File: config.mk
export PLATFORM = sky130hd
export DESIGN_NAME = tile_bank_cfg_loader
export DESIGN_NICKNAME = d
export VERILOG_FILES = /design/src/rtl/tile_bank_cfg_loader.sv
export SDC_FILE = /design/constraint.sdc
export NUM_CORES = 1
export LEC_CHECK = 0
export ABC_AREA = 1
export BUFFER_PORTS_ARGS = -buffer_cell sky130_fd_sc_hd__buf_2
export CAP_MARGIN = 10
export CORE_MARGIN = 10
export CORE_UTILIZATION = 30
export DETAILED_ROUTE_END_ITERATION = 10
export HOLD_SLACK_MARGIN = 0.03
export MAX_ROUTING_LAYER = met4
export PLACE_DENSITY_LB_ADDON = 0.08
export SYNTH_ARGS = -nofsm -noshare
export SYNTH_HDL_FRONTEND = slang
export SYNTH_SLANG_ARGS = --single-unit
File: constraint.sdc
create_clock -name prog_clk -period 1.7 [get_ports prog_clk]
set_input_delay 0.17 -clock prog_clk [delete_from_list [all_inputs] [get_ports prog_clk]]
set_output_delay 0.17 -clock prog_clk [all_outputs]
set_load 0.02 [all_outputs]
File: src/rtl/tile_bank_cfg_loader.sv
// Memory-bank configuration loader: gathers stream words into a full bl row, then pulses that
// row's word-line, walking from a programmable start row up to the last row of the bank.
module tile_bank_cfg_loader #(
    parameter int unsigned NUM_BL   = 158,
    parameter int unsigned NUM_WL   = 158,
    parameter int unsigned DATA_W   = 8,
    parameter int unsigned WL_PULSE = 2,
    localparam int unsigned RW      = (NUM_WL > 1) ? $clog2(NUM_WL) : 1
) (
    input  logic              prog_clk,
    input  logic              pReset_n,
    input  logic              start,
    input  logic [RW-1:0]     start_row,
    input  logic              cfg_valid,
    input  logic [DATA_W-1:0] cfg_data,
    output logic              cfg_ready,
    output logic [0:NUM_BL-1] bl,
    output logic [0:NUM_WL-1] wl,
    output logic              busy,
    output logic              done,
    output logic              err
);

    localparam int unsigned BEATS = (NUM_BL + DATA_W - 1) / DATA_W;
    localparam int unsigned BW    = (BEATS > 1) ? $clog2(BEATS) : 1;
    localparam int unsigned PW    = (WL_PULSE > 1) ? $clog2(WL_PULSE) : 1;

    localparam logic [BW-1:0] LastBeat  = BW'(BEATS - 1);
    localparam logic [PW-1:0] LastPulse = PW'(WL_PULSE - 1);
    localparam logic [RW-1:0] LastRow   = RW'(NUM_WL - 1);
    localparam logic [RW:0]   NumWl     = (RW + 1)'(NUM_WL);

    typedef enum logic [2:0] {StIdle, StLoad, StPulse, StHold, StDone} state_e;

    state_e            state_q, state_d;
    logic [RW-1:0]     row_q, row_d;
    logic [BW-1:0]     beat_q, beat_d;
    logic [PW-1:0]     pcnt_q, pcnt_d;
    logic [0:NUM_BL-1] bl_q, bl_d;
    logic [0:NUM_WL-1] wl_q, wl_d;
    logic              err_q, err_d;

    always_comb begin
        state_d = state_q;
        row_d   = row_q;
        beat_d  = beat_q;
        pcnt_d  = pcnt_q;
        bl_d    = bl_q;
        err_d   = err_q;

        unique case (state_q)
            StIdle: begin
                if (start) begin
                    if ({1'b0, start_row} < NumWl) begin
                        row_d   = start_row;
                        beat_d  = '0;
                        err_d   = 1'b0;
                        state_d = StLoad;
                    end else begin
                        err_d = 1'b1;
                    end
                end
            end
            StLoad: begin
                if (cfg_valid) begin
                    // Beat k lands on bl[k*DATA_W +: DATA_W]; overhang bits of the last beat drop.
                    for (int i = 0; i < NUM_BL; i++) begin
                        if (beat_q == BW'(i / DATA_W)) begin
                            bl_d[i] = cfg_data[i % DATA_W];
                        end
                    end
                    if (beat_q == LastBeat) begin
                        beat_d  = '0;
                        pcnt_d  = '0;
                        state_d = StPulse;
                    end else begin
                        beat_d = beat_q + 1'b1;
                    end
                end
            end
            StPulse: begin
                if (pcnt_q == LastPulse) begin
                    state_d = StHold;
                end else begin
                    pcnt_d = pcnt_q + 1'b1;
                end
            end
            StHold: begin
                if (row_q == LastRow) begin
                    state_d = StDone;
                end else begin
                    row_d   = row_q + 1'b1;
                    beat_d  = '0;
                    state_d = StLoad;
                end
            end
            StDone: state_d = StIdle;
            default: state_d = StIdle;
        endcase

        // Word-line is registered off the next state so it aligns exactly with PULSE.
        for (int i = 0; i < NUM_WL; i++) begin
            wl_d[i] = (state_d == StPulse) && (row_q == RW'(i));
        end
    end

    always_ff @(posedge prog_clk or negedge pReset_n) begin
        if (!pReset_n) begin
            state_q <= StIdle;
            row_q   <= '0;
            beat_q  <= '0;
            pcnt_q  <= '0;
            bl_q    <= '0;
            wl_q    <= '0;
            err_q   <= 1'b0;
        end else begin
            state_q <= state_d;
            row_q   <= row_d;
            beat_q  <= beat_d;
            pcnt_q  <= pcnt_d;
            bl_q    <= bl_d;
            wl_q    <= wl_d;
            err_q   <= err_d;
        end
    end

    assign cfg_ready = (state_q == StLoad);
    assign busy      = (state_q != StIdle);
    assign done      = (state_q == StDone);
    assign bl        = bl_q;
    assign wl        = wl_q;
    assign err       = err_q;

endmodule

==> results.cfg <==
[logic_synthesis]
yosys.area_share.simple_pct = 22.80
yosys_warnings = 0
ys_seq_area_share_pct = 65.31
synth-xor-area-share_pct = 0.2053
muxShareOfSynthArea_pct = 0
syn-num-nets = 1293
synth-compound-area-share_pct = 6.688
synth_top_area_share_pct = 65.31
synth_top_family_by_area = simple AND/OR/NAND/NOR gates
synth_fa_ha_area_share_pct = 0.8799
yosysUniqueCellTypes = 33
synth.avg_cell_area_um2 = 10.12
netlist_area_um2 = 12800
yosys.area.top_type = dfrtp_1
synthCells = 1264
ys_seq_elements = 334
ys_top_cells_by_area = dfrtp_1 65%, nand2_1 11%, o21ai_0 5.6%

[setup_path]
r2r-end = wl[34]$_DFF_PN0_
worst_setup_path_end_kind = primary output
critPathMostFrequentCell = buf_6
cp_slowest_cell = dfrtp_1
cp_max_fo = 5
crit_chain = buf_6 > nor3_4 > buf_4 > inv_2 > buf_6
r2r_setup_slack_ns = -0.05
crit_arrival_ns = 1.60
r2r-start = state_q[0]$_DFF_PN0_
crit_required_ns = 1.53
criticalPathCategory = flip-flop to primary output
slowest_delay_ns = 0.40
critPathLaunchType = flip-flop
reg2reg_depth = 8

[clock_tree]
clk_latency_ns = 0.54
cts_root_buf = clkbuf_16
clockBufferDepth = 3
cts.sinks = 334
cts_buffers = 39
clkTransAtPathRegs_ns = 0.06
cts_tree = done
htree_levels = 2

[drt]
drtAntennaViolNets = 0
via_count = 10300
wire_per_inst_um = 20.23
dr.pass1.iters = 6
routed_wl_mm = 46.66
detail_route.vias_per_cell = 4.463
drc = 0
drtIter0Drc = 697

[power]
leakage_nw = 9.200
irDropWorstVdd_uv = 729.7
p_per_area_nw_per_um2 = 1498

[worst_hold_path]
min_path_cells = 4
hold_path_class = primary input to flip-flop
min_from = cfg_data[7]
min_to = bl[87]$_DFFE_PN0P_

[die]
die_y_um = 226.5
core_area_um2 = 42040
io_pins = 340
fp.dieW_um = 226.5
die_area_um2 = 51320
num_rows = 75
start_util_pct = 30.44

[finish]
final_cell_area_um2 = 18260
mostFrequentLayoutCells = 381 x nand2_1, 335 x buf_2, 333 x dfrtp_1, 137 x o21ai_0, 111 x buf_4
layoutNonFillerInstCount = 2307
area_delta_synth_final_pct = 42.68
mostFrequentLayoutCell = nand2_1
final_nets = 1772
fillerInstances = 4124
drive_above_1_share_pct = 42.25
antenna_cells = 0

[sta]
setup_violations = 113
hold_violations = 0
period_share_pct = 104.4
setup_slack_ns = -0.07434
whs_ns = 0.1369
max_freq_ghz = 0.5636
worst_slew_pin_slew_ns = 0.4766
max_slew_margin_pct = 68.23
grt_setup_unrepaired = yes
layout_min_cycle_time_ns = 1.774
maxSlewViolCount = 0
skew_ns = 0.01260

[global_route]
grt_pass1_wl_mm = 68.57
grt.met1_usage_pct = 24.17
grt_pass1_vias = 10700
grt_max_degree = 49
grt.busiest_layer = met2
grt-ovfl-total = 0
grt_usage_pct = 18.06
grt.met2_usage_pct = 28.13
met3_usage_pct = 2.829
antenna_found_initial = 0

[place]
io_buffers = 339
place.gp.congestion = 0.8212
dp_cells = 2204
placed_area_um2 = 16040
pre_cts_ws_ns = -0.3092
dp_hpwl_mm = 32.37

[job]
cap_violations = 0

[outcome]
violations = negative setup slack
outcome = complete, but fails checks
## synth_stat cells (all sizes together)
cell type and number:
a21oi 1, buf 22, clkbuf 46, clkinv 1, dfrtp 334, ha 9
inv 41, nand2 392, nand3 20, nand3b 1, nand4 18, nor2 196
nor3 7, nor4 1, o21ai 170, or2 2, xnor2 2, xor2 1
## repair_timing
| action | 4_1_cts | 5_1_grt |
|---|---|---|
| cloned | 3 | 12 |
| pin swaps | 2 | 7 |
| hold buffers | 10 | 0 |
| buffers inserted | 6 | 6 |
| gates resized for setup | 31 | 101 |
| endpoints found under the hold margin | 313 | 0 |
| endpoints found under the setup margin | 177 | 307 |
## state kept, by name, summed over array words and instances (netlist names)
signal / flops
beat_q: 5
err: 1
row_q: 8
pcnt_q: 1
wl: 158
bl: 158
state_q: 3
## layout make-up
type                       instances  area [µm²]  area share (%)
multi-input combinational        821        4302           23.56
inverter                          42       165.2          0.9045
clock buffer                      58        1180           6.462
tap                              539       674.4           3.694
clock inverter                     8       48.80          0.2673
timing repair buffer             505        3530           19.33
sequential                       334        8359           45.78
## stage by stage
step	power (mW)	utilization [%]	setup TNS, ns
2_1_floorplan	15.07	-	0
3_3_place_gp	19.22	38.14	-36.60
3_5_place_dp	19.28	38.14	-39.19
4_1_cts	27.56	41.89	-5.652
5_1_grt	28.95	43.43	-19.60
6_report	27.36	43.43	-2.588
## metal layers
| layer | part of all wire, % | vias up |
|---|---|---|
| li1 | - | 4951 |
| met1 | 46 | 5063 |
| met2 | 48 | 229 |
| met3 | 4.3 | 52 |
| met4 | 1.6 | 0 |
| met5 | 0 | - |
## worst max-delay path by stage
stage / slack (ns) / depth (start not counted) / endpoint / startpoint
2_1_floorplan: 0.01 / 12 / wl[37]$_DFF_PN0_ / row_q[1]$_DFFE_PN0P_
3_3_place_gp: -0.28 / 6 / wl[52]$_DFF_PN0_ / state_q[2]$_DFF_PN0_
3_5_place_dp: -0.31 / 6 / wl[85]$_DFF_PN0_ / state_q[2]$_DFF_PN0_
4_1_cts: -0.11 / 5 / busy / state_q[0]$_DFF_PN0_
5_1_grt: -0.16 / 12 / wl[13]$_DFF_PN0_ / row_q[1]$_DFFE_PN0P_
6_report: -0.07 / 5 / busy / state_q[0]$_DFF_PN0_
## cells by family after synthesis
kind of cell	after synthesis
buf+inv	110
compound gates	171
flops	334
fa+ha+maj	9
simple gates	637
xor+xnor	3
## power by group
group	switching (mW)	internal [mW]	total (mW)
registers	1.04	9.58	10.6
logic	5.69	3.01	8.70
clock network	3.26	4.78	8.04
total	9.99	17.4	27.4
## worst max-delay path: cells and delay by family, from the launching register on
family | cells | cell delay, ns
flip-flops | 1 | 0.40
AND/OR/NAND/NOR | 1 | 0.23
buffers and inverters | 4 | 0.44
(Power assumes the default switching activity.)
